## config.mk

```make
export PLATFORM = sky130hd
export DESIGN_NAME = instruction_fetch_stage
export DESIGN_NICKNAME = d
export VERILOG_FILES = /design/src/rtl/instruction_fetch_stage.sv
export SDC_FILE = /design/constraint.sdc
export NUM_CORES = 1
export LEC_CHECK = 0
export BUFFER_PORTS_ARGS = -buffer_cell sky130_fd_sc_hd__buf_4
export CAP_MARGIN = 20
export CORE_MARGIN = 3
export CORE_UTILIZATION = 45
export DETAILED_ROUTE_END_ITERATION = 10
export PLACE_DENSITY = 0.76
export SYNTH_ARGS = -nofsm -noshare
export SYNTH_HDL_FRONTEND = slang
export SYNTH_SLANG_ARGS = --single-unit
```

## constraint.sdc

```tcl
create_clock -name clk -period 2 [get_ports clk]
set_input_delay 0.2 -clock clk [delete_from_list [all_inputs] [get_ports clk]]
set_output_delay 0.2 -clock clk [all_outputs]
set_load 0.02 [all_outputs]
```

## src/rtl/instruction_fetch_stage.sv

```systemverilog
`default_nettype none
// ============================================================================
//  Module   : instruction_fetch_stage
//  Purpose  : IF stage. Owns the PC, reads the combinational instruction
//             memory, loads the IF/ID register and handles stall, flush and
//             branch redirection. Bad fetch addresses raise a sticky fault.
//  Revision : 1.0  initial release
// ============================================================================
module instruction_fetch_stage #(
    parameter logic [31:0] RESET_PC  = 32'd0,
    parameter int          MEM_BYTES = 256,
    parameter logic [31:0] NOP_WORD  = 32'd0
) (
    input  logic        clk,
    input  logic        rst_n,
    output logic [31:0] imem_addr_o,
    input  logic [31:0] imem_data_i,
    input  logic        freeze_i,
    input  logic        flush_i,
    input  logic        branch_taken_i,
    input  logic [31:0] branch_target_i,
    output logic [31:0] if_id_instr_o,
    output logic [31:0] if_id_pc_o,
    output logic        if_id_valid_o,
    output logic        fault_o,
    output logic [31:0] fetch_count_o
);

    localparam logic [31:0] c_MEM_LIMIT = 32'(MEM_BYTES);

    localparam logic [1:0] c_ST_BOOT  = 2'd0;
    localparam logic [1:0] c_ST_RUN   = 2'd1;
    localparam logic [1:0] c_ST_FAULT = 2'd2;

    logic [1:0]  state_q, state_d;
    logic [31:0] pc_q, pc_d;
    logic [31:0] instr_q, instr_d;
    logic [31:0] ifpc_q, ifpc_d;
    logic        valid_q, valid_d;
    logic        fault_q, fault_d;
    logic [31:0] count_q, count_d;

    logic [31:0] w_pc_plus4;
    logic        w_pc_bad;
    logic        w_tgt_misaligned;
    logic        w_bubble;

    // The add wraps at 2^32; a wrapped PC is then caught by the range check.
    assign w_pc_plus4       = pc_q + 32'd4;
    assign w_pc_bad         = (pc_q >= c_MEM_LIMIT) || (pc_q[1:0] != 2'b00);
    assign w_tgt_misaligned = (branch_target_i[1:0] != 2'b00);

    // Next-state selection, following the RUN-state priority order.
    always_comb begin
        state_d  = state_q;
        pc_d     = pc_q;
        instr_d  = instr_q;
        ifpc_d   = ifpc_q;
        valid_d  = valid_q;
        fault_d  = fault_q;
        count_d  = count_q;
        w_bubble = 1'b0;

        case (state_q)
            c_ST_BOOT: begin
                state_d = c_ST_RUN;
            end
            c_ST_RUN: begin
                if (w_pc_bad) begin
                    state_d  = c_ST_FAULT;
                    fault_d  = 1'b1;
                    w_bubble = 1'b1;
                end else if (branch_taken_i && w_tgt_misaligned) begin
                    state_d  = c_ST_FAULT;
                    fault_d  = 1'b1;
                    w_bubble = 1'b1;
                end else if (branch_taken_i) begin
                    // Aligned but out-of-range targets are loaded; the range
                    // check faults on the next edge.
                    pc_d     = branch_target_i;
                    w_bubble = 1'b1;
                end else if (freeze_i) begin
                    w_bubble = flush_i;
                end else if (flush_i) begin
                    pc_d     = w_pc_plus4;
                    w_bubble = 1'b1;
                end else begin
                    instr_d = imem_data_i;
                    ifpc_d  = w_pc_plus4;
                    valid_d = 1'b1;
                    pc_d    = w_pc_plus4;
                    count_d = count_q + 32'd1;
                end
            end
            c_ST_FAULT: begin
                // Everything is frozen; only reset leaves this state.
                valid_d = 1'b0;
            end
            default: begin
                state_d  = c_ST_FAULT;
                fault_d  = 1'b1;
                w_bubble = 1'b1;
            end
        endcase

        if (w_bubble) begin
            instr_d = NOP_WORD;
            ifpc_d  = 32'd0;
            valid_d = 1'b0;
        end
    end

    // State registers with asynchronous active-low reset.
    always_ff @(posedge clk or negedge rst_n) begin
        if (!rst_n) begin
            state_q <= c_ST_BOOT;
            pc_q    <= RESET_PC;
            instr_q <= NOP_WORD;
            ifpc_q  <= 32'd0;
            valid_q <= 1'b0;
            fault_q <= 1'b0;
            count_q <= 32'd0;
        end else begin
            state_q <= state_d;
            pc_q    <= pc_d;
            instr_q <= instr_d;
            ifpc_q  <= ifpc_d;
            valid_q <= valid_d;
            fault_q <= fault_d;
            count_q <= count_d;
        end
    end

    assign imem_addr_o   = pc_q;
    assign if_id_instr_o = instr_q;
    assign if_id_pc_o    = ifpc_q;
    assign if_id_valid_o = valid_q;
    assign fault_o       = fault_q;
    assign fetch_count_o = count_q;

endmodule
`default_nettype wire

```

; ---- After elaboration in Yosys (flattened, before gate mapping)
; Index checks and enable logic that the tools add are counted.
; Widths: inputs -> output; s select.
[totals]
out_inout_bits = 130
word_cells = 80
reg_bits = 132
input_bits = 69
[op_classes]
mux = 35
add_sub_neg = 2
n_eq_ne = 14
n_bitwise = 7
reduce_logical = 14
magnitude_cmp = 1
[op_table]
columns = operator, count
row1 = $mux 32, 16
row2 = $add 32x1->32 const B, 1
row3 = $add 32x3->32 const B, 1
row4 = $ge 32x9->1 const B, 1
row5 = $ne 3x3->1 const B, 6
row6 = $reduce_and 6->1, 3
row7 = $mux 1, 13
row8 = $ne 2x1->1 const B, 5
row9 = $not 1->1, 7
row10 = $pmux 1 s2, 3
row11 = $pmux 2 s3, 1
row12 = $reduce_bool 2->1, 3
row13 = $mux 2, 2
row14 = $reduce_and 2->1, 2
row15 = $reduce_and 4->1, 1
row16 = $reduce_bool 3->1, 1
row17 = $eq 2x1->1 const B, 1
row18 = $eq 2x2->1 const B, 1
row19 = $logic_not 2->1, 1
row20 = $ne 2x2->1 const B, 1
row21 = $reduce_or 2->1, 1
row22 = $logic_and 1x1->1, 1
row23 = $logic_or 1x1->1, 1

; ---- Longest topological paths before layout
; Gate-level depths: netlist (run 1).
[logic_depth]
word_depth = 8
depth_mapped = 7
ltp_nobuf = 6

; ---- Least setup slack after synthesis (run 1)
; OpenSTA, ideal clock, no wires.
[synth_timing]
kind = register to register
startpoint = register pc_q[17] (netlist: imem_addr_o[17])
endpoint = register count_q[8] (netlist: fetch_count_o[8])
synth_period_minus_slack_ns = 2.055
arrival_time_ns = 1.924
setup_time_ns = 0.132
stages_incl_launch_ff = 7
t_required_ns = 1.868
n_path_buf = 1
slack_ns = -0.055
path_cell_list = dfrtp_1 -> nor4_1 -> nand4_1 -> nor4_4 -> buf_2 -> nand3_1 -> xnor2_1
[synth_between]
elab_chain_cells = 4
[synth_lines]
columns = element, line
row1 = start: declaration, 36  ; logic [31:0] pc_q, pc_d;
row2 = start signal: assignment, 125  ; pc_q <= pc_d;
row3 = $ge 32x9->1, 50  ; assign w_pc_bad = (pc_q >= c_MEM_LIMIT) || (pc_q[1:0] != 2'b00);
row4 = $logic_or 1x1->1, 50
row5 = $not 1->1 (no source line), n/a
row6 = $reduce_and 6->1 (no source line), n/a
row7 = end signal: assignment, 130  ; count_q <= count_d;
row8 = end: declaration, 41  ; logic [31:0] count_q, count_d;
; Every way passes these cells.
; A chain may end at the register's enable or synchronous reset.

; ---- Final worst setup path (run 1)
[layout_timing]
startpoint = register pc_q[31] (netlist: imem_addr_o[31])
endpoint = register instr_q[2] (netlist: if_id_instr_o[2])
[layout_between]
elab_chain_cells = 6
word_cells_on_any_way = 12
cone_classes = 1 x order compare / 5 x eq/ne / 3 x mux / 3 x reduce/logical
[layout_lines]
columns = element, line
row1 = $ge 32x9->1 *, 50
row2 = $logic_or 1x1->1 *, 50
row3 = $mux 1, 69  ; if (w_pc_bad) begin
row4 = $pmux 1 s2, 64  ; case (state_q)
row5 = "$ne 2x2->1 (no source line), or another cell as far along", n/a
row6 = $reduce_and 6->1 (no source line), n/a
row7 = end signal: assignment, 126  ; instr_q <= instr_d;
row8 = end: declaration, 37  ; logic [31:0] instr_q, instr_d;
; Every way passes the cells marked *; elsewhere a longest branch is shown, timed or not.

==> impl_metrics.prom, run 1 <==
# TYPE chip_impl_metric gauge
chip_impl_metric{name="drive_gt1_share",unit="%"} 42.93
chip_impl_metric{name="timing.max_slew.rel_slack",unit="%"} 72.24
chip_impl_metric{name="synth_cell_type_count",unit=""} 46
chip_impl_metric{name="drv.max_cap_violation_count",unit=""} 0
chip_impl_metric{name="initial_utilization",unit="%"} 47.39
chip_impl_metric{name="insertion_delay",unit="ps"} 420
chip_impl_metric{name="area_share_of_and_or_nand_nor_cells_after_synthesis",unit="%"} 17.00
chip_impl_metric{name="die-area",unit="sq mm"} 0.01370
chip_impl_metric{name="gr-total-overflow",unit=""} 0
chip_impl_info{name="tritoncts",value="done"} 1
chip_impl_info{name="clk_root_buffer_cell",value="clkbuf_16"} 1
chip_impl_metric{name="rows",unit=""} 39
chip_impl_metric{name="dp_hpwl",unit="microns"} 11000
chip_impl_metric{name="ys_seq_area_share",unit="%"} 59.51
chip_impl_metric{name="number_of_synthesized_register_bits",unit=""} 132
chip_impl_metric{name="use_met1",unit="%"} 31.12
chip_impl_metric{name="post_synth_instance_area",unit="sq mm"} 0.005550
chip_impl_metric{name="irDropWorstVdd",unit="V"} 0.0006101
chip_impl_metric{name="largest_driver_fanout_on_the_critical_path",unit=""} 16
chip_impl_metric{name="area_delta_synth_final",unit="%"} 59.22
chip_impl_metric{name="route.detailed.drc",unit=""} 0
chip_impl_metric{name="synthCells",unit=""} 466
chip_impl_metric{name="die-width",unit="microns"} 117.1
chip_impl_metric{name="layout.cell_area.non_filler",unit="sq mm"} 0.008837
chip_impl_metric{name="antenna_found_initial",unit=""} 0
chip_impl_info{name="mostFrequentLayoutCell",value="buf_4"} 1
chip_impl_metric{name="largest_net_degree_at_the_start_of_global_routing",unit=""} 65
chip_impl_metric{name="total_power",unit="mW"} 6.833
chip_impl_metric{name="grt_pass1_wl",unit="microns"} 26230
chip_impl_metric{name="synth-compound-area-share",unit="%"} 13.86
chip_impl_info{name="critPathCaptureType",value="register"} 1
chip_impl_info{name="rsz0062_at_grt",value="yes"} 1
chip_impl_metric{name="cts.htree.levels",unit=""} 4
chip_impl_info{name="grt_most_used_layer",value="met2"} 1
chip_impl_info{name="status",value="complete, but fails checks"} 1
chip_impl_metric{name="synth_mux_area_share",unit="%"} 0.3832
chip_impl_info{name="largest_family_of_logic_cells_by_synthesized_area",value="simple AND/OR/NAND/NOR gates"} 1
chip_impl_info{name="worstSetupStartpointType",value="register"} 1
chip_impl_metric{name="yosys.area_share.adder",unit="%"} 0.6763
chip_impl_info{name="most_used_cells_in_the_layout_excluding_fill_and_tap_cells",value="buf_4 (227), dfrtp_1 (127), dlygate4sd3_1 (40)"} 1
chip_impl_metric{name="place_congestion",unit=""} 0.8807
chip_impl_metric{name="grt_util_met3",unit="%"} 8.021
chip_impl_metric{name="fp.coreArea",unit="sq mm"} 0.01171
chip_impl_metric{name="grtUsageMet2",unit="%"} 41.37
chip_impl_metric{name="timing.final.ws_setup",unit="ps"} -47.06
chip_impl_metric{name="detailedPlace.worstSlack",unit="ps"} -96.70
chip_impl_metric{name="final-max-slew-violation-count",unit=""} 0
chip_impl_metric{name="totalNegativeSetupSlack",unit="ps"} -1249
chip_impl_metric{name="first_global_vias",unit=""} 5071
chip_impl_metric{name="worst-endpoint-required",unit="ps"} 2360
chip_impl_metric{name="timing.final.crit_period",unit="ps"} 2047
chip_impl_metric{name="fillCellCount",unit=""} 769
chip_impl_metric{name="dpl_cell_area",unit="sq mm"} 0.007477
chip_impl_metric{name="cts.sinks",unit=""} 132
chip_impl_metric{name="num_io_pins",unit=""} 199
chip_impl_metric{name="ys_warn_count",unit=""} 0
chip_impl_metric{name="p_leak",unit="nW"} 4.538
chip_impl_info{name="violations",value="setup timing"} 1
chip_impl_metric{name="die_y",unit="microns"} 117.1
chip_impl_metric{name="syn_area_per_cell",unit="sq um"} 11.91
chip_impl_info{name="path_class",value="register to register"} 1
chip_impl_metric{name="pwr_density_cell",unit="mW/mm^2"} 773.3
chip_impl_metric{name="viasPerCell",unit=""} 5.513
chip_impl_metric{name="path_clk_slew",unit="ps"} 60
chip_impl_metric{name="share_of_the_synthesized_netlist_area_taken_by_xor_and_xnor_gates",unit="%"} 5.681
chip_impl_metric{name="clock.fmax",unit="MHz"} 488.5
chip_impl_metric{name="report.final.hold_viol_count",unit=""} 0
chip_impl_metric{name="detail_route.wirelength",unit="microns"} 17700
chip_impl_metric{name="final_nets",unit=""} 823
chip_impl_metric{name="groute.usage.overall",unit="%"} 25.22
chip_impl_metric{name="syn-num-nets",unit=""} 538
chip_impl_metric{name="wire_per_inst",unit="microns"} 19.51
chip_impl_info{name="worstHoldPathType",value="input pin to register"} 1
chip_impl_metric{name="crit_arrival",unit="ps"} 2410
chip_impl_metric{name="tritoncts.num_buffers",unit=""} 17
chip_impl_metric{name="post-route-period-util",unit="%"} 102.4
chip_impl_metric{name="initial_detailed_routing_violation_count",unit=""} 302
chip_impl_metric{name="clk_path_buf_depth",unit=""} 2
chip_impl_metric{name="num_antenna_cells",unit=""} 0
chip_impl_metric{name="vias",unit=""} 5000
chip_impl_metric{name="worst_clock_skew",unit="ps"} 8.093
chip_impl_metric{name="firstDrtPassIters",unit=""} 5
chip_impl_metric{name="worst_slew_pin_slew",unit="ps"} 415.2
chip_impl_metric{name="timing.final.setup_violations",unit=""} 55
chip_impl_metric{name="postRouteAntennaNets",unit=""} 0
chip_impl_metric{name="number_of_port_buffers",unit=""} 198
synthesized netlist by cell type, drive strengths merged:
cell type / n / share of area, %
dfrtp: 132 / 60
a22o: 33 / 5.2
nand2: 33 / 2.2
and2: 28 / 3.2
xor2: 21 / 3.3
nand3: 20 / 1.8
o21ai: 18 / 1.6
nor2: 17 / 1.1
nor3: 17 / 1.6
xnor2: 15 / 2.4
a21o: 14 / 1.9
nor4: 12 / 2.5
buf: 11 / 1.7
nand4: 11 / 1.5
o21bai: 11 / 1.5
a21oi: 10 / 0.90
and3: 10 / 1.1
inv: 10 / 0.68
a22oi: 8 / 1.1
clkbuf: 8 / 0.54
and4: 4 / 0.63
ha: 3 / 0.68
a32oi: 2 / 0.32
nand4b: 2 / 0.32
or2: 2 / 0.23
a211oi: 1 / 0.14
a31o: 1 / 0.16
mux2: 1 / 0.20
mux2i: 1 / 0.18
nand3b: 1 / 0.14
nor2b: 1 / 0.11
nor4b: 1 / 0.16
o22ai: 1 / 0.11
o2bb2ai: 1 / 0.16
o31ai: 1 / 0.14
o32ai: 1 / 0.16
o41ai: 1 / 0.50
or3: 1 / 0.11
or3b: 1 / 0.16
worst max-delay path, cell delays in order (launching register included):
cell and delay, ps:
dfrtp_2 430, nor4_4 350, nand4_4 190, buf_6 170, o41ai_4 310, buf_6 210, buf_12 160, a22o_1 150
power by group:
part / switching [mW] / total [mW] / internal [mW]
clock: 1.22 / 3.33 / 2.10
sequential: 0.0585 / 2.78 / 2.72
combinational: 0.356 / 0.732 / 0.376
stage by stage:
stage               utilization (%)  instances  hold slack (ps)
finish                        75.46        907            23.46
global route                  75.46        907            10.00
global placement              63.85        824            140.7
detailed placement            63.85        824            147.0
CTS                           72.74        895           0.8893
floorplan                         -        466           -95.59
flip-flops by register name, summed over array words and instances (netlist names):
register	count
fault_o	1
fetch_count_o	32
if_id_instr_o	32
if_id_pc_o	32
if_id_valid_o	1
imem_addr_o	32
state_q	2
routing by layer:
layer	vias up	share of wire, %
li1	2250	-
met1	2494	40
met2	210	51
met3	46	5.8
met4	0	3.4
met5	-	0
cell type report:
class / count / area (sq um) / area share (%)
flip-flops and latches: 132 / 3309 / 37.45
repair buffers: 285 / 2380 / 26.93
multi-input cells: 305 / 2303 / 26.07
clock buffers: 18 / 429.2 / 4.856
clock inverters: 14 / 198.9 / 2.251
well taps: 143 / 178.9 / 2.025
inverters: 10 / 37.54 / 0.4247
path summary, 6_finish.rpt:
kind | start | endpoint | slack (ps) | cells past startpoint
max in group asynchronous | rst_n | fetch_count_o[5] | 1110 | 3
setup / recovery | imem_addr_o[31] | if_id_instr_o[2] | -50 | 7
min in group asynchronous | rst_n | if_id_instr_o[23] | 260 | 2
setup reg to reg | imem_addr_o[31] | if_id_instr_o[2] | -50 | 7
hold reg to reg | fault_o | fault_o | 460 | 1
hold / removal | branch_target_i[31] | imem_addr_o[31] | 20 | 2
logic make-up (layout without fill, tap and decap cells):
| family | after synthesis | in the layout |
|---|---|---|
| adder cells (fa/ha/maj) | 3 | 3 |
| flip-flops | 132 | 132 |
| AO/OA/AOI/OAI | 103 | 103 |
| multiplexers | 2 | 2 |
| buffers and inverters | 29 | 327 |
| AND/OR/NAND/NOR | 161 | 161 |
| XOR/XNOR | 36 | 36 |
timing repair:
item / CTS / global route
endpoints found under the setup margin: 93 / 78
gates resized for setup: 4 / 43
hold buffers: 39 / 1
gates cloned: 0 / 8
pin swaps: 2 / 39
buffers inserted: 0 / 3
endpoints found under the hold margin: 64 / 1
Note: power is estimated with default switching activity, not from simulation.
==> run 2, diff against run 1 <==
--- a/config.mk
+++ b/config.mk
@@ -7,10 +7,11 @@
 export LEC_CHECK = 0
 export BUFFER_PORTS_ARGS = -buffer_cell sky130_fd_sc_hd__buf_4
 export CAP_MARGIN = 20
-export CORE_MARGIN = 3
 export CORE_UTILIZATION = 45
 export DETAILED_ROUTE_END_ITERATION = 10
+export HOLD_SLACK_MARGIN = 0.15
 export PLACE_DENSITY = 0.76
 export SYNTH_ARGS = -nofsm -noshare
 export SYNTH_HDL_FRONTEND = slang
 export SYNTH_SLANG_ARGS = --single-unit
+export TNS_END_PERCENT = 30
==> run 2 against run 1 <==
  * The run still ends with setup timing left
  * Routed wire length down 2.1%
  * Cell count up 3.7%
  * Flip-flop and latch count unchanged
  * Setup slack better by 21 ps
  * Critical path type unchanged
==> impl_metrics.prom, run 2 (same netlist as run 1, synthesis figures left out) <==
# TYPE chip_impl_metric gauge
chip_impl_metric{name="timing.final.ws_setup",unit="ps"} -26.07
chip_impl_metric{name="dpl.cell_count",unit=""} 832
chip_impl_metric{name="drive_gt1_share",unit="%"} 40.43
chip_impl_metric{name="hold_ws",unit="ps"} 233.3
chip_impl_metric{name="irDropWorstVdd",unit="V"} 0.0005223
chip_impl_metric{name="fp.coreArea",unit="sq mm"} 0.01201
chip_impl_metric{name="final-max-slew-violation-count",unit=""} 0
chip_impl_info{name="tritoncts",value="done"} 1
chip_impl_metric{name="worst_slew_pin_slew",unit="ps"} 438.8
chip_impl_info{name="path_class",value="register to register"} 1
chip_impl_metric{name="final_nets",unit=""} 853
chip_impl_metric{name="crit_arrival",unit="ps"} 2360
chip_impl_metric{name="number_of_port_buffers",unit=""} 198
chip_impl_metric{name="pwr-share-comb",unit="%"} 11.4
chip_impl_metric{name="worst_clock_skew",unit="ps"} 9.100
chip_impl_metric{name="power.switching_fraction",unit="%"} 24.48
chip_impl_metric{name="route.detailed.drc",unit=""} 0
chip_impl_metric{name="dp_hpwl",unit="microns"} 10230
chip_impl_info{name="critPathCaptureType",value="register"} 1
chip_impl_metric{name="area_delta_synth_final",unit="%"} 63.19
chip_impl_metric{name="initial_detailed_routing_violation_count",unit=""} 404
chip_impl_metric{name="rows",unit=""} 40
chip_impl_metric{name="cell_internal_pwr",unit="mW"} 4.898
chip_impl_metric{name="detail_route.wirelength",unit="microns"} 17320
chip_impl_metric{name="path_clk_slew",unit="ps"} 60
chip_impl_metric{name="drv.max_cap_violation_count",unit=""} 0
chip_impl_metric{name="report.final.hold_viol_count",unit=""} 0
chip_impl_metric{name="timing.max_slew.rel_slack",unit="%"} 70.67
chip_impl_metric{name="num_antenna_cells",unit=""} 0
chip_impl_metric{name="largest_driver_fanout_on_the_critical_path",unit=""} 7
chip_impl_metric{name="clock.fmax",unit="MHz"} 493.6
chip_impl_metric{name="p_leak",unit="nW"} 4.625
chip_impl_metric{name="cts.htree.levels",unit=""} 4
chip_impl_metric{name="die_y",unit="microns"} 113.1
chip_impl_metric{name="die-width",unit="microns"} 113.1
chip_impl_info{name="rsz0062_at_grt",value="yes"} 1
chip_impl_metric{name="viasPerCell",unit=""} 5.405
chip_impl_metric{name="groute.usage.overall",unit="%"} 25.98
chip_impl_info{name="mostFrequentLayoutCell",value="buf_4"} 1
chip_impl_metric{name="postRouteAntennaNets",unit=""} 0
chip_impl_metric{name="worst-endpoint-required",unit="ps"} 2340
chip_impl_info{name="violations",value="setup timing"} 1
chip_impl_metric{name="antenna_found_initial",unit=""} 0
chip_impl_metric{name="die-area",unit="sq mm"} 0.01278
chip_impl_metric{name="timing.final.crit_period",unit="ps"} 2026
chip_impl_metric{name="clk_path_buf_depth",unit=""} 2
chip_impl_metric{name="totalNegativeSetupSlack",unit="ps"} -55.89
chip_impl_metric{name="total_power",unit="mW"} 6.486
chip_impl_info{name="clk_root_buffer_cell",value="clkbuf_16"} 1
chip_impl_info{name="status",value="complete, but fails checks"} 1
chip_impl_metric{name="grt_pass1_wl",unit="microns"} 25540
chip_impl_metric{name="insertion_delay",unit="ps"} 420
chip_impl_metric{name="num_io_pins",unit=""} 199
chip_impl_metric{name="cts.sinks",unit=""} 132
chip_impl_metric{name="firstDrtPassIters",unit=""} 5
chip_impl_info{name="worstHoldPathType",value="input pin to register"} 1
chip_impl_metric{name="pwr_density_cell",unit="mW/mm^2"} 716.1
chip_impl_metric{name="tritoncts.num_buffers",unit=""} 17
chip_impl_metric{name="switchingPower",unit="mW"} 1.588
chip_impl_info{name="worstSetupStartpointType",value="register"} 1
chip_impl_metric{name="place_congestion",unit=""} 0.8583
chip_impl_metric{name="first_global_vias",unit=""} 5050
chip_impl_metric{name="power_frac_seq",unit="%"} 42.7
chip_impl_metric{name="post-route-period-util",unit="%"} 101.3
chip_impl_metric{name="largest_net_degree_at_the_start_of_global_routing",unit=""} 65
chip_impl_metric{name="power_frac_clock",unit="%"} 45.9
chip_impl_metric{name="vias",unit=""} 5086
chip_impl_info{name="most_used_cells_in_the_layout_excluding_fill_and_tap_cells",value="buf_4 (232), dfrtp_1 (128), dlygate4sd3_1 (63)"} 1
chip_impl_metric{name="timing.final.setup_violations",unit=""} 4
chip_impl_metric{name="initial_utilization",unit="%"} 46.21
chip_impl_metric{name="final_cell_count_no_fill",unit=""} 941
chip_impl_metric{name="wire_per_inst",unit="microns"} 18.40
chip_impl_metric{name="gr-total-overflow",unit=""} 0
## run 2: layout make-up
type,instances,area [sq um]
flip-flops and latches,132,3308
clock inverters,12,103.9
repair buffers,315,2721
clock buffers,20,466.7
fillers,763,2954
inverters,10,37.54
well taps,147,183.9
multi-input cells,305,2236
## run 2: critical path, stage by stage, from the launching register on
cell and delay (ps):
dfrtp_1 400, nor4_4 350, nand4_4 210, nand4b_1 370, nor4_1 430, xor2_1 180
## run 2: power groups by stage
| stage | Sequential (mW) | Combinational, mW | Clock (mW) |
|---|---|---|---|
| 2_1_floorplan | 2.87 | 0.202 | 0 |
| 3_3_place_gp | 2.81 | 0.571 | 0 |
| 3_5_place_dp | 2.81 | 0.584 | 0 |
| 4_1_cts | 2.77 | 0.688 | 3.00 |
| 5_1_grt | 2.77 | 0.786 | 3.12 |
| 6_report | 2.77 | 0.738 | 2.98 |
## run 2: routing by layer
layer  wire length [microns]  global-route usage (%)  part of all wire, %  up-vias
met5                       0                       0                    0        -
met4                     648                   15.53                  3.7        0
met3                     835                   4.392                  4.8       45
met2                    8837                   43.60                   51      214
met1                    6996                   31.59                   40     2509
li1                        -                       -                    -     2318
## run 2: final timing paths
check | from | to | slack [ps] | cells past startpoint
max | imem_addr_o[29] | fetch_count_o[15] | -30 | 5
min | branch_taken_i | imem_addr_o[3] | 230 | 3
max reg2reg | imem_addr_o[29] | fetch_count_o[15] | -30 | 5
min reg2reg | imem_addr_o[0] | imem_addr_o[0] | 460 | 0
max in group asynchronous | rst_n | if_id_pc_o[24] | 1080 | 3
min in group asynchronous | rst_n | fetch_count_o[22] | 270 | 2
## run 2: metrics by stage
step	utilization, %	worst slack (ps)	instance area [sq um]
floorplan	-	-42.30	5618
global placement	62.55	-77.98	7513
detailed placement	62.55	-136.3	7513
CTS	72.85	-17.19	8751
global route	75.41	-129.1	9057
finish	75.41	-26.07	9057
## run 2: what timing repair did
action                                  4_1_cts  5_1_grt
pin swaps                                     2       20
hold buffers                                 63        0
endpoints found under the setup margin       91      105
endpoints found under the hold margin       194        0
cloned                                        0        8
buffers inserted                              1        5
resized for setup                             4       25
==> run 3, diff against run 2 <==
--- a/config.mk
+++ b/config.mk
@@ -10,7 +10,7 @@
 export CORE_UTILIZATION = 45
 export DETAILED_ROUTE_END_ITERATION = 10
 export HOLD_SLACK_MARGIN = 0.15
-export PLACE_DENSITY = 0.76
+export PLACE_DENSITY_LB_ADDON = 0.05
 export SYNTH_ARGS = -nofsm -noshare
 export SYNTH_HDL_FRONTEND = slang
 export SYNTH_SLANG_ARGS = --single-unit
==> constraint.sdc (replaced) <==
create_clock -name clk -period 1.8 [get_ports clk]
set_input_delay 0.18 -clock clk [delete_from_list [all_inputs] [get_ports clk]]
set_output_delay 0.18 -clock clk [all_outputs]
set_load 0.02 [all_outputs]
==> run 3 against run 2 <==
  * The flow finishes with violations (DRC, setup timing)
  * Combinational power is 23% higher
  * Critical path depth is 2 higher
  * Cell count is 1.7% higher
  * Fmax shrank 1.4%
  * Die area stayed put
  * First-iteration DRC count shrank 25%
  * Clock skew increased by 0.94 ps
  * Final area rose by 2.6%
  * Via count shrank 1.4%
  * Routed wire length fell by 4.6%
  * Clock power rose by 19%
  * Flip-flop and latch count unchanged
==> impl_metrics.prom, run 3 (same netlist as run 1, synthesis figures left out) <==
# TYPE chip_impl_metric gauge
chip_impl_metric{name="detail_route.wirelength",unit="microns"} 16520
chip_impl_metric{name="num_antenna_cells",unit=""} 0
chip_impl_metric{name="dp_hpwl",unit="microns"} 10220
chip_impl_metric{name="layout.core_utilization",unit="%"} 77.35
chip_impl_info{name="hold_path.startpoint",value="branch_taken_i"} 1
chip_impl_info{name="path_class",value="register to register"} 1
chip_impl_metric{name="fillCellCount",unit=""} 803
chip_impl_metric{name="number_of_port_buffers",unit=""} 198
chip_impl_metric{name="tritoncts.num_buffers",unit=""} 17
chip_impl_info{name="r2r-start",value="imem_addr_o[29]"} 1
chip_impl_metric{name="insertion_delay",unit="ps"} 410
chip_impl_metric{name="die-area",unit="sq mm"} 0.01278
chip_impl_metric{name="reg2reg_depth",unit=""} 7
chip_impl_metric{name="largest_driver_fanout_on_the_critical_path",unit=""} 16
chip_impl_metric{name="layout.cell_area.non_filler",unit="sq mm"} 0.009291
chip_impl_info{name="worstHoldPathType",value="input pin to register"} 1
chip_impl_metric{name="groute.usage.overall",unit="%"} 25.36
chip_impl_metric{name="worst_clock_skew",unit="ps"} 10.04
chip_impl_metric{name="timing.max_slew.rel_slack",unit="%"} 66.25
chip_impl_metric{name="dpl.cell_count",unit=""} 852
chip_impl_metric{name="first_global_vias",unit=""} 5056
chip_impl_metric{name="die_y",unit="microns"} 113.1
chip_impl_metric{name="timing.final.ws_setup",unit="ps"} -255.4
chip_impl_metric{name="clk_path_buf_depth",unit=""} 2
chip_impl_info{name="rsz0062_at_grt",value="yes"} 1
chip_impl_metric{name="total_area_of_multi_input_combinational_cells",unit="sq mm"} 0.002323
chip_impl_metric{name="initial_utilization",unit="%"} 46.21
chip_impl_metric{name="worst-endpoint-required",unit="ps"} 2140
chip_impl_metric{name="final_cell_count_no_fill",unit=""} 957
chip_impl_metric{name="wl_met1",unit="microns"} 7054
chip_impl_metric{name="cts.htree.levels",unit=""} 4
chip_impl_metric{name="routed_wire_length_on_met2",unit="microns"} 8153
chip_impl_metric{name="initial_detailed_routing_violation_count",unit=""} 305
chip_impl_info{name="most_used_cells_in_the_layout_excluding_fill_and_tap_cells",value="buf_4 (249), dfrtp_1 (128), dlygate4sd3_1 (63)"} 1
chip_impl_metric{name="route.detailed.drc",unit=""} 1
chip_impl_metric{name="path_clk_slew",unit="ps"} 50
chip_impl_metric{name="drive_gt1_share",unit="%"} 43.09
chip_impl_metric{name="clock.fmax",unit="MHz"} 486.5
chip_impl_metric{name="grt_pass1_wl",unit="microns"} 25030
chip_impl_metric{name="area_delta_synth_final",unit="%"} 67.40
chip_impl_metric{name="timing.hold.worst_path_depth",unit=""} 3
chip_impl_metric{name="totalNegativeSetupSlack",unit="ps"} -20180
chip_impl_metric{name="post-route-period-util",unit="%"} 114.2
chip_impl_info{name="tritoncts",value="done"} 1
chip_impl_metric{name="wire_per_inst",unit="microns"} 17.26
chip_impl_info{name="status",value="complete, but fails checks"} 1
chip_impl_info{name="topRoutingLayerUsed",value="met4"} 1
chip_impl_metric{name="final-max-slew-violation-count",unit=""} 0
chip_impl_metric{name="antenna_found_initial",unit=""} 0
chip_impl_info{name="cp_cell_sequence",value="nor4_4 -> nand4_4 -> buf_6 -> o41ai_4 -> buf_6 -> clkbuf_16 -> and2_1"} 1
chip_impl_info{name="endpoint_of_the_worst_slack_reg_to_reg_timing_path",value="if_id_pc_o[27]"} 1
chip_impl_metric{name="place_congestion",unit=""} 0.8450
chip_impl_metric{name="irDropWorstVdd",unit="V"} 0.0005521
chip_impl_metric{name="fp.coreArea",unit="sq mm"} 0.01201
chip_impl_info{name="clk_root_buffer_cell",value="clkbuf_16"} 1
chip_impl_metric{name="timing.final.setup_violations",unit=""} 113
chip_impl_metric{name="die-width",unit="microns"} 113.1
chip_impl_metric{name="total_area_of_sequential_cells",unit="sq mm"} 0.003308
chip_impl_metric{name="timing.final.crit_period",unit="ps"} 2055
chip_impl_metric{name="crit_arrival",unit="ps"} 2400
chip_impl_metric{name="r2r_setup_slack",unit="ps"} -260
chip_impl_metric{name="num_io_pins",unit=""} 199
chip_impl_info{name="min_to",value="imem_addr_o[3]"} 1
chip_impl_metric{name="postRouteAntennaNets",unit=""} 0
chip_impl_metric{name="largest_net_degree_at_the_start_of_global_routing",unit=""} 65
chip_impl_metric{name="rows",unit=""} 40
chip_impl_metric{name="p_leak",unit="nW"} 4.780
chip_impl_metric{name="longest_individual_stage_delay_on_the_worst_path",unit="ps"} 410
chip_impl_metric{name="report.final.hold_viol_count",unit=""} 0
chip_impl_metric{name="firstDrtPassIters",unit=""} 8
chip_impl_metric{name="pwr_density_cell",unit="mW/mm^2"} 812.0
chip_impl_metric{name="cts.sinks",unit=""} 132
chip_impl_info{name="worstSetupStartpointType",value="register"} 1
chip_impl_metric{name="drv.max_cap_violation_count",unit=""} 0
chip_impl_metric{name="final_nets",unit=""} 870
chip_impl_metric{name="dpl_cell_area",unit="sq mm"} 0.007676
chip_impl_metric{name="viasPerCell",unit=""} 5.239
chip_impl_info{name="violations",value="DRC, setup timing"} 1
chip_impl_info{name="critPathCaptureType",value="register"} 1
chip_impl_metric{name="routed-wl-met3",unit="microns"} 1044
chip_impl_metric{name="vias",unit=""} 5014
chip_impl_metric{name="worst_slew_pin_slew",unit="ps"} 506.3
chip_impl_info{name="most_numerous_cell_on_the_critical_path",value="buf_6"} 1
chip_impl_metric{name="gr-total-overflow",unit=""} 0
chip_impl_info{name="mostFrequentLayoutCell",value="buf_4"} 1
chip_impl_info{name="critPathSlowestCell",value="dfrtp_1"} 1
==> run 3: cell count changes in the layout (fill, tap and decap cells not counted), moves of 3 or more <==
cell / before / now
and2_4: 0 / 6
nor2_2: 1 / 4
buf_4: 232 / 249
clkinv_2: 5 / 2
nor3_4: 0 / 3
and2_1: 28 / 22
clkbuf_1: 0 / 4
nor2_1: 16 / 11
bufinv_16: 1 / 4
==> run 3: per-layer routing <==
metal	vias up	track usage (%)
met1	2454	32.56
met4	0	10.44
met3	27	7.445
met2	185	40.37
li1	2348	-
met5	-	0
==> run 3: per-stage QoR <==
step / hold WS (ps) / power (mW) / setup WS [ps]
5_1_grt: 169.8 / 7.796 / -343.4
6_report: 150.7 / 7.545 / -255.4
3_3_place_gp: 157.6 / 3.805 / -285.6
4_1_cts: 156.0 / 7.488 / -204.8
2_1_floorplan: -115.6 / 3.420 / -236.6
3_5_place_dp: 162.1 / 3.818 / -337.5
==> run 3: power by group <==
group / switching, mW / internal (mW) / leakage (nW) / total [mW]
clock network: 1.22 / 2.34 / 0.290 / 3.56
logic: 0.427 / 0.484 / 2.70 / 0.911
registers: 0.0505 / 3.02 / 1.79 / 3.07
total: 1.70 / 5.85 / 4.78 / 7.54
==> run 3: layout make-up <==
| cell class | count | area share (%) |
|---|---|---|
| multi-input combinational | 305 | 25.01 |
| sequential | 132 | 35.60 |
| clock inverter | 9 | 1.656 |
| clock buffer | 22 | 4.888 |
| inverter | 10 | 0.4040 |
| timing repair buffer | 332 | 30.46 |
| tap | 147 | 1.980 |
==> run 3: repair_timing <==
item / in CTS / in global routing
hold buffers: 63 / 0
resized for setup: 19 / 39
pin swaps: 26 / 36
setup buffers: 3 / 3
setup endpoints to repair: 125 / 130
cloned: 0 / 5
endpoints found under the hold margin: 194 / 0
==> run 3: critical path, delay by kind of cell, from the launching register on <==
family,cells,cell delay [ps]
flops,1,410
compound gates,1,320
simple gates,3,680
buf+inv,3,560
==> run 3: how the worst max path moves through the flow <==
stage / from / to / slack [ps] / cells past startpoint
5_1_grt: imem_addr_o[20] / if_id_instr_o[12] / -340 / 7
6_report: imem_addr_o[29] / if_id_pc_o[27] / -260 / 7
3_5_place_dp: imem_addr_o[1] / fetch_count_o[1] / -340 / 5
2_1_floorplan: imem_addr_o[8] / fetch_count_o[8] / -240 / 6
4_1_cts: imem_addr_o[31] / fetch_count_o[27] / -200 / 6
3_3_place_gp: imem_addr_o[1] / fetch_count_o[1] / -290 / 5
